### src/rtl/multicycle_control_unit_if.sv
// Control-unit bundle: instruction fields and ALU flags in, datapath controls out.
// The control unit takes the master side; the datapath (or a bench) takes the slave side.
interface multicycle_control_unit_if #(
  parameter int ALUCTRL_W = 3
);
  logic [6:0]           opcode;
  logic [2:0]           func3;
  logic                 func7;
  logic                 Zero_Flag;
  logic                 Sign_Flag;
  logic                 MemReady;
  logic                 PCWrite;
  logic                 AdrSrc;
  logic                 MemWrite;
  logic                 IRWrite;
  logic [1:0]           ResultSrc;
  logic [1:0]           ALUSrcA;
  logic [1:0]           ALUSrcB;
  logic [ALUCTRL_W-1:0] ALUControl;
  logic [1:0]           ImmSrc;
  logic                 RegWrite;
  logic                 InstrDone;
  logic                 Illegal;
  logic [3:0]           State;

  modport master (
    input  opcode, func3, func7, Zero_Flag, Sign_Flag, MemReady,
    output PCWrite, AdrSrc, MemWrite, IRWrite, ResultSrc, ALUSrcA, ALUSrcB,
           ALUControl, ImmSrc, RegWrite, InstrDone, Illegal, State
  );

  modport slave (
    output opcode, func3, func7, Zero_Flag, Sign_Flag, MemReady,
    input  PCWrite, AdrSrc, MemWrite, IRWrite, ResultSrc, ALUSrcA, ALUSrcB,
           ALUControl, ImmSrc, RegWrite, InstrDone, Illegal, State
  );
endinterface

### src/rtl/multicycle_control_unit.sv
// Multi-cycle RV32I control FSM: fetch/decode/execute/memory/writeback sequencing
// with a memory-ready handshake, Moore-style datapath controls and illegal-opcode flag.
module multicycle_control_unit #(
  parameter int ALUCTRL_W  = 3,
  parameter bit BRANCH_EXT = 1'b1
) (
  input logic                  CLK,
  input logic                  RST,
  multicycle_control_unit_if.master bus
);

  localparam logic [6:0] OP_LW  = 7'b0000011;
  localparam logic [6:0] OP_SW  = 7'b0100011;
  localparam logic [6:0] OP_R   = 7'b0110011;
  localparam logic [6:0] OP_I   = 7'b0010011;
  localparam logic [6:0] OP_BR  = 7'b1100011;
  localparam logic [6:0] OP_JAL = 7'b1101111;

  localparam logic [2:0] ALU_ADD = 3'b000;
  localparam logic [2:0] ALU_SUB = 3'b001;
  localparam logic [2:0] ALU_AND = 3'b010;
  localparam logic [2:0] ALU_OR  = 3'b011;
  localparam logic [2:0] ALU_SLT = 3'b101;

  typedef enum logic [3:0] {
    S_FETCH    = 4'd0,
    S_DECODE   = 4'd1,
    S_MEMADR   = 4'd2,
    S_MEMREAD  = 4'd3,
    S_MEMWB    = 4'd4,
    S_MEMWRITE = 4'd5,
    S_EXECR    = 4'd6,
    S_EXECI    = 4'd7,
    S_ALUWB    = 4'd8,
    S_JAL      = 4'd9,
    S_BRANCH   = 4'd10
  } state_t;

  state_t     state, state_nxt;
  logic [2:0] alu_dec;
  logic [2:0] alu_op;
  logic       taken;

  always_ff @(posedge CLK or posedge RST) begin
    if (RST) state <= S_FETCH;
    else     state <= state_nxt;
  end

  // sub only for R-type (opcode[5]) with func7 set; I-type ignores func7
  always_comb begin
    alu_dec = ALU_ADD;
    case (bus.func3)
      3'b000:  alu_dec = (bus.opcode[5] && bus.func7) ? ALU_SUB : ALU_ADD;
      3'b010:  alu_dec = ALU_SLT;
      3'b110:  alu_dec = ALU_OR;
      3'b111:  alu_dec = ALU_AND;
      default: alu_dec = ALU_ADD;
    endcase
  end

  always_comb begin
    taken = 1'b0;
    if (BRANCH_EXT) begin
      case (bus.func3)
        3'b000:  taken = bus.Zero_Flag;
        3'b001:  taken = !bus.Zero_Flag;
        3'b100:  taken = bus.Sign_Flag;
        3'b101:  taken = !bus.Sign_Flag;
        default: taken = 1'b0;
      endcase
    end else begin
      taken = (bus.func3 == 3'b000) && bus.Zero_Flag;
    end
  end

  always_comb begin
    state_nxt     = state;
    alu_op        = ALU_ADD;
    bus.PCWrite   = 1'b0;
    bus.AdrSrc    = 1'b0;
    bus.MemWrite  = 1'b0;
    bus.IRWrite   = 1'b0;
    bus.ResultSrc = 2'b00;
    bus.ALUSrcA   = 2'b00;
    bus.ALUSrcB   = 2'b00;
    bus.RegWrite  = 1'b0;
    bus.InstrDone = 1'b0;
    bus.Illegal   = 1'b0;
    case (state)
      S_FETCH: begin
        bus.ALUSrcB   = 2'b10;
        bus.ResultSrc = 2'b10;
        bus.IRWrite   = bus.MemReady;
        bus.PCWrite   = bus.MemReady;
        state_nxt     = bus.MemReady ? S_DECODE : S_FETCH;
      end
      S_DECODE: begin
        bus.ALUSrcA = 2'b01;
        bus.ALUSrcB = 2'b01;
        case (bus.opcode)
          OP_LW, OP_SW: state_nxt = S_MEMADR;
          OP_R:         state_nxt = S_EXECR;
          OP_I:         state_nxt = S_EXECI;
          OP_BR:        state_nxt = S_BRANCH;
          OP_JAL:       state_nxt = S_JAL;
          default: begin
            state_nxt   = S_FETCH;
            bus.Illegal = 1'b1;
          end
        endcase
      end
      S_MEMADR: begin
        bus.ALUSrcA = 2'b10;
        bus.ALUSrcB = 2'b01;
        state_nxt   = bus.opcode[5] ? S_MEMWRITE : S_MEMREAD;
      end
      S_MEMREAD: begin
        bus.AdrSrc = 1'b1;
        state_nxt  = bus.MemReady ? S_MEMWB : S_MEMREAD;
      end
      S_MEMWB: begin
        bus.ResultSrc = 2'b01;
        bus.RegWrite  = 1'b1;
        bus.InstrDone = 1'b1;
        state_nxt     = S_FETCH;
      end
      S_MEMWRITE: begin
        bus.AdrSrc    = 1'b1;
        bus.MemWrite  = 1'b1;
        bus.InstrDone = bus.MemReady;
        state_nxt     = bus.MemReady ? S_FETCH : S_MEMWRITE;
      end
      S_EXECR: begin
        bus.ALUSrcA = 2'b10;
        alu_op      = alu_dec;
        state_nxt   = S_ALUWB;
      end
      S_EXECI: begin
        bus.ALUSrcA = 2'b10;
        bus.ALUSrcB = 2'b01;
        alu_op      = alu_dec;
        state_nxt   = S_ALUWB;
      end
      S_ALUWB: begin
        bus.RegWrite  = 1'b1;
        bus.InstrDone = 1'b1;
        state_nxt     = S_FETCH;
      end
      // PC takes the jump target from ALUOut; ALU computes OldPC+4 for the link
      S_JAL: begin
        bus.ALUSrcA = 2'b01;
        bus.ALUSrcB = 2'b10;
        bus.PCWrite = 1'b1;
        state_nxt   = S_ALUWB;
      end
      S_BRANCH: begin
        bus.ALUSrcA   = 2'b10;
        alu_op        = ALU_SUB;
        bus.PCWrite   = taken;
        bus.InstrDone = 1'b1;
        state_nxt     = S_FETCH;
      end
      // unused codes behave like FETCH for one cycle, then recover
      default: begin
        bus.ALUSrcB   = 2'b10;
        bus.ResultSrc = 2'b10;
        bus.IRWrite   = bus.MemReady;
        bus.PCWrite   = bus.MemReady;
        state_nxt     = S_FETCH;
      end
    endcase
  end

  always_comb begin
    case (bus.opcode)
      OP_SW:   bus.ImmSrc = 2'b01;
      OP_BR:   bus.ImmSrc = 2'b10;
      OP_JAL:  bus.ImmSrc = 2'b11;
      default: bus.ImmSrc = 2'b00;
    endcase
  end

  assign bus.ALUControl = ALUCTRL_W'(alu_op);
  assign bus.State      = state;

endmodule

### src/flat_wrapper.sv
// flat-port wrapper written by rule: the top's interface ports become plain ports
module multicycle_control_unit_flat 
#(
  parameter int ALUCTRL_W  = 3,
  parameter bit BRANCH_EXT = 1'b1
)
  (CLK, RST, bus_opcode, bus_func3, bus_func7, bus_Zero_Flag, bus_Sign_Flag, bus_MemReady, bus_PCWrite, bus_AdrSrc, bus_MemWrite, bus_IRWrite, bus_ResultSrc, bus_ALUSrcA, bus_ALUSrcB, bus_ALUControl, bus_ImmSrc, bus_RegWrite, bus_InstrDone, bus_Illegal, bus_State);
  multicycle_control_unit_if #(.ALUCTRL_W(ALUCTRL_W)) bus_i ();
  input logic CLK;
  input logic RST;
  input wire logic [$bits(bus_i.opcode)-1:0] bus_opcode;
  input wire logic [$bits(bus_i.func3)-1:0] bus_func3;
  input wire logic [$bits(bus_i.func7)-1:0] bus_func7;
  input wire logic [$bits(bus_i.Zero_Flag)-1:0] bus_Zero_Flag;
  input wire logic [$bits(bus_i.Sign_Flag)-1:0] bus_Sign_Flag;
  input wire logic [$bits(bus_i.MemReady)-1:0] bus_MemReady;
  output wire logic [$bits(bus_i.PCWrite)-1:0] bus_PCWrite;
  output wire logic [$bits(bus_i.AdrSrc)-1:0] bus_AdrSrc;
  output wire logic [$bits(bus_i.MemWrite)-1:0] bus_MemWrite;
  output wire logic [$bits(bus_i.IRWrite)-1:0] bus_IRWrite;
  output wire logic [$bits(bus_i.ResultSrc)-1:0] bus_ResultSrc;
  output wire logic [$bits(bus_i.ALUSrcA)-1:0] bus_ALUSrcA;
  output wire logic [$bits(bus_i.ALUSrcB)-1:0] bus_ALUSrcB;
  output wire logic [$bits(bus_i.ALUControl)-1:0] bus_ALUControl;
  output wire logic [$bits(bus_i.ImmSrc)-1:0] bus_ImmSrc;
  output wire logic [$bits(bus_i.RegWrite)-1:0] bus_RegWrite;
  output wire logic [$bits(bus_i.InstrDone)-1:0] bus_InstrDone;
  output wire logic [$bits(bus_i.Illegal)-1:0] bus_Illegal;
  output wire logic [$bits(bus_i.State)-1:0] bus_State;
  assign bus_i.opcode = bus_opcode;
  assign bus_i.func3 = bus_func3;
  assign bus_i.func7 = bus_func7;
  assign bus_i.Zero_Flag = bus_Zero_Flag;
  assign bus_i.Sign_Flag = bus_Sign_Flag;
  assign bus_i.MemReady = bus_MemReady;
  assign bus_PCWrite = bus_i.PCWrite;
  assign bus_AdrSrc = bus_i.AdrSrc;
  assign bus_MemWrite = bus_i.MemWrite;
  assign bus_IRWrite = bus_i.IRWrite;
  assign bus_ResultSrc = bus_i.ResultSrc;
  assign bus_ALUSrcA = bus_i.ALUSrcA;
  assign bus_ALUSrcB = bus_i.ALUSrcB;
  assign bus_ALUControl = bus_i.ALUControl;
  assign bus_ImmSrc = bus_i.ImmSrc;
  assign bus_RegWrite = bus_i.RegWrite;
  assign bus_InstrDone = bus_i.InstrDone;
  assign bus_Illegal = bus_i.Illegal;
  assign bus_State = bus_i.State;
  multicycle_control_unit #(.ALUCTRL_W(ALUCTRL_W), .BRANCH_EXT(BRANCH_EXT)) u_core (.CLK(CLK), .RST(RST), .bus(bus_i));
endmodule
### config.mk
export PLATFORM = sky130hd
export DESIGN_NAME = multicycle_control_unit_flat
export DESIGN_NICKNAME = d
export VERILOG_FILES = /design/src/rtl/multicycle_control_unit_if.sv /design/src/rtl/multicycle_control_unit.sv /design/src/flat_wrapper.sv
export SDC_FILE = /design/constraint.sdc
export NUM_CORES = 1
export LEC_CHECK = 0
export BUFFER_PORTS_ARGS = -buffer_cell sky130_fd_sc_hd__buf_2
export CORE_MARGIN = 2
export CORE_UTILIZATION = 40
export CTS_CLUSTER_SIZE = 20
export DETAILED_ROUTE_END_ITERATION = 6
export GPL_ROUTABILITY_DRIVEN = 0
export PLACE_DENSITY = 0.76
export SYNTH_ARGS = -nofsm -noshare
export SYNTH_HDL_FRONTEND = slang
export SYNTH_SLANG_ARGS = --single-unit
### constraint.sdc
create_clock -name CLK -period 1.5 [get_ports CLK]
set_input_delay 0.225 -clock CLK [delete_from_list [all_inputs] [get_ports CLK]]
set_output_delay 0.225 -clock CLK [all_outputs]
set_load 0.1 [all_outputs]
==> run_results.csv, run 1 <==
group,metric,value,unit
yosys,ys_seq_area_share,17.5,%
yosys,ys_seq_elements,4,
floorplanning,die_h,41.8,microns
yosys,yosys.area_share.xor_xnor,6.13,%
yosys,compound_gate_portion_of_the_synthesized_area,21.9,%
yosys,synth_largest_area_cell,"sky130_fd_sc_hd__dfrtp_1",
outcome,flow.stopped_at,"3_5_place_dp",
yosys,post_synth_edffs,0,
yosys,syn-mean-instance-area,7.73,sq um
yosys,synth_top_flop_cell,"sky130_fd_sc_hd__dfrtp_1",
floorplanning,rows,13,
yosys,synth_cells,74,
yosys,mappedNetlistNets,90,
yosys,netlist_top_cells_area,"sky130_fd_sc_hd__dfrtp_1 18%, sky130_fd_sc_hd__nor3_1 5.3%, sky130_fd_sc_hd__nand2_1 4.6%",
yosys,async_reset_ff_share,100,%
yosys,post_synth_num_cell_types,36,
yosys,yosys.area_share.simple,39.6,%
yosys,synthMuxAreaShare,5.47,%
yosys,synth_fa_ha_area_share,0,%
yosys,synth_area,572,sq um
floorplanning,die_width,41.8,microns
yosys,synth.most_common_cell,"sky130_fd_sc_hd__nand2_1",
yosys,largest_family_of_logic_cells_by_synthesized_area,"simple AND/OR/NAND/NOR gates",
yosys,synth.top_cell.area_share,17.5,%
floorplanning,initial_core_utilization,43.4,%
floorplanning,io_pins,38,
outcome,run_status,"aborted with a tool error",
yosys,most_common_library_cells_after_synthesis,"7 x sky130_fd_sc_hd__nand2_1, 6 x sky130_fd_sc_hd__inv_1, 6 x sky130_fd_sc_hd__nor3_1, 5 x sky130_fd_sc_hd__a21oi_1",
yosys,synth_warnings,0,
outcome,first_error_message,"[ERROR DPL-0038] Utilization greater than 100%, impossible to legalize",
placed_design,port_buffers,37,
[through the flow]
step	worst slack (ps)	hold WS, ps
after floorplan	-1850	-8.82
after global placement	-192	99.8
[kinds of logic after synthesis]
| group | after synthesis |
|---|---|
| AOI/OAI and AO/OA | 18 |
| xor gates and xnor gates | 4 |
| DFF | 4 |
| muxes | 3 |
| and+or+nand+nor | 35 |
| buffers and inverters | 10 |
==> inputs of run 2 (changes only) <==
Settings changed: CORE_AREA from default to 2 2 63 65, CORE_MARGIN 2 to default, CORE_UTILIZATION 40 to default, CTS_CLUSTER_SIZE 20 to default, DIE_AREA from default to 0 0 65 67, PLACE_DENSITY 0.76 to default, PLACE_DENSITY_LB_ADDON from default to 0.15.
==> run_results.csv, run 2 <==
group,metric,value,unit
outcome,run_status,"complete, but fails checks",
outcome,failed_checks,"negative setup slack",
worst_setup_path,reg2reg_depth,5,
pwr,power.internal,0.609,mW
worst_setup_path,worstPathArrival,1670,ps
global_routing,grt_pass1_wl,3940,microns
worst_setup_path,ff2ff_setup_slack,0,ps
worst_setup_path,critical_path_peak_fanout,6,
timing,worst_slack_on_hold_paths,305,ps
detailed_routing,route.detailed.wl_per_inst,12.5,microns
clocking,cts_inserted_buffers,3,
detailed_routing,post_drt_via_cell_ratio,4.22,
pwr,worst_vdd_rail_ir_drop,0.322,mV
timing,grt_setup_unrepaired,"true",
floorplanning,initial_core_utilization,15.9,%
timing,finalCriticalPeriod,1900,ps
finish,postLayoutCellArea,1760,sq um
yosys,post_synth_edffs,0,
pwr,pwr-share-seq,11.2,%
yosys,synth_warnings,0,
detailed_routing,drc,0,
global_routing,grt_antenna_before_repair,0,
yosys,async_reset_ff_share,100,%
placed_design,port_buffers,37,
timing,max-slew-margin-rel,72.1,%
timing,final.setup_skew,1.89,ps
clocking,cts_tree,"built",
clocking,clkTransAtPathRegs,30,ps
finish,nets,167,
yosys,ys_seq_elements,4,
clocking,clk_latency,210,ps
timing,worst_slew_pin_slew,408,ps
clocking,clockBufferDepth,2,
yosys,most_common_library_cells_after_synthesis,"7 x sky130_fd_sc_hd__nand2_1, 6 x sky130_fd_sc_hd__inv_1, 6 x sky130_fd_sc_hd__nor3_1, 5 x sky130_fd_sc_hd__a21oi_1",
placed_design,place_ws,-216,ps
yosys,mappedNetlistNets,90,
timing,finalHoldViolCount,0,
yosys,synth_cells,74,
finish,mostFrequentLayoutCells,"26 x sky130_fd_sc_hd__buf_4, 23 x sky130_fd_sc_hd__buf_12, 15 x sky130_fd_sc_hd__buf_2",
floorplanning,die_width,65,microns
yosys,synth_top_flop_cell,"sky130_fd_sc_hd__dfrtp_1",
worst_setup_path,worst_flop_to_flop_path_startpoint,"u_core.bus.State[2]$_DFF_PP0_",
finish,antenna_diode_instance_count,0,
clocking,numClockSinks,4,
run,drv_cap,0,
timing,timing.setup.tns,-4290,ps
detailed_routing,num_vias,832,
global_routing,first_global_vias,910,
floorplanning,die_outline_area,4360,sq um
worst_setup_path,critPathLaunch,"u_core.bus.State[2]$_DFF_PP0_",
placed_design,place.detailed.instances,181,
finish,drive_gt1_share,77.2,%
pwr,share_comb_of_total_power,68.6,%
clocking,cts_root_buf,"sky130_fd_sc_hd__clkbuf_8",
pwr,p_sw_share,44.2,%
clocking,cts_htree_levels,1,
finish,layout-area-overhead-vs-synth,208,%
worst_setup_path,worst_setup_path_end_kind,"primary output",
timing,timing.final.max_slew_violations,0,
worst_setup_path,crit_required,1270,ps
yosys,netlist_top_cells_area,"sky130_fd_sc_hd__dfrtp_1 18%, sky130_fd_sc_hd__nor3_1 5.3%, sky130_fd_sc_hd__nand2_1 4.6%",
floorplanning,io_pins,38,
detailed_routing,drt_iter0_markers,15,
pwr,power_frac_clock,20.2,%
pwr,power_density_over_the_cells,620,nW/um^2
finish,mostFrequentLayoutCell,"sky130_fd_sc_hd__buf_4",
floorplanning,die_h,67,microns
worst_setup_path,setup.worst_path.class,"flop to primary output",
pwr,p_total,1.09,mW
global_routing,grt.overflow.total,0,
timing,post-route-period-util,126,%
yosys,ys_seq_area_share,17.5,%
global_routing,groute.usage.overall,11.9,%
global_routing,grt_start_max_net_pins,7,
pwr,switching_power_total,0.482,mW
yosys,syn-mean-instance-area,7.73,sq um
placed_design,place_area,1450,sq um
detailed_routing,detail_route.wirelength,2470,microns
yosys,synth.top_cell.area_share,17.5,%
worst_setup_path,critical_path.reg2reg.endpoint,"u_core.bus.State[0]$_DFF_PP0_",
yosys,post_synth_num_cell_types,36,
pwr,leakage_power_of_the_design,0.765,nW
floorplanning,core_area,3610,sq um
finish,post-route-util,48.9,%
worst_setup_path,setup_crit_end,"bus_PCWrite",
timing,achievable-frequency,0.527,GHz
timing,setup_viol,17,
detailed_routing,drt_first_pass_iters,2,
floorplanning,rows,22,
worst_hold_path,worst_hold_path_type,"input port to flop",
detailed_routing,ant_nets,0,
yosys,synth_largest_area_cell,"sky130_fd_sc_hd__dfrtp_1",
yosys,synth.most_common_cell,"sky130_fd_sc_hd__nand2_1",
yosys,synth_area,572,sq um
worst_setup_path,startpoint_type,"flop",
finish,largest_register_ff_count,4,
placed_design,hpwl,1910,microns
finish,instances_no_fill,197,
timing,fin_ws,-396,ps
==> run 2: power groups by stage <==
stage / sequential (mW) / combinational, mW / clock [mW]
2_1_floorplan: 0.160 / 0.359 / 0
3_3_place_gp: 0.122 / 0.654 / 0
3_5_place_dp: 0.123 / 0.657 / 0
4_1_cts: 0.122 / 0.751 / 0.225
5_1_grt: 0.123 / 0.778 / 0.241
6_report: 0.123 / 0.749 / 0.220
==> run 2: how the worst min path moves through the flow <==
stage                  start                       endpoint  slack, ps  cells past startpoint
3_3_place_gp             RST  u_core.bus.State[3]$_DFF_PP0_        110                      2
3_5_place_dp             RST  u_core.bus.State[3]$_DFF_PP0_        110                      2
4_1_cts        bus_opcode[4]  u_core.bus.State[2]$_DFF_PP0_        310                      3
2_1_floorplan            RST  u_core.bus.State[0]$_DFF_PP0_         -9                      1
6_report       bus_opcode[4]  u_core.bus.State[2]$_DFF_PP0_        300                      3
5_1_grt        bus_opcode[4]  u_core.bus.State[2]$_DFF_PP0_        310                      3
==> run 2: metal layers <==
layer,vias up,part of all wire [%],routed length (microns),global-route usage [%]
met5,-,0,0,0
met4,0,0.57,14,4.79
met3,2,4.0,98,2.36
met2,23,59,1460,24.2
met1,384,36,897,11.6
li1,423,-,-,-
==> run 2: area by class of cell <==
class,count,area (sq um)
inverter,6,22.5
tap,48,60.1
timing repair buffer,76,876
sequential,4,115
clock buffer,3,41.3
multi-input combinational,60,647
fill,323,1840
==> run 2: timing repair <==
item                                    CTS  global route
hold buffers                              1             0
endpoints found under the setup margin   17            19
hold endpoints to repair                  4             0
setup buffers                            13             3
gates resized for setup                  26             9
pin swaps                                10             4
==> run 2: kinds of logic after synthesis <==
logic type / Yosys count / synth area share (%)
xor gates and xnor gates: 4 / 6.13
muxes: 3 / 5.47
AOI/OAI and AO/OA: 18 / 21.9
DFF: 4 / 17.5
buffers and inverters: 10 / 9.41
and+or+nand+nor: 35 / 39.6
==> run 2: critical path, cell delays in order (launching register included) <==
cell	delay, ps
sky130_fd_sc_hd__dfrtp_4	500
sky130_fd_sc_hd__a21o_1	180
sky130_fd_sc_hd__a21o_4	200
sky130_fd_sc_hd__and2_4	140
sky130_fd_sc_hd__a211o_4	270
sky130_fd_sc_hd__buf_12	170
(Power assumes the default switching activity.)
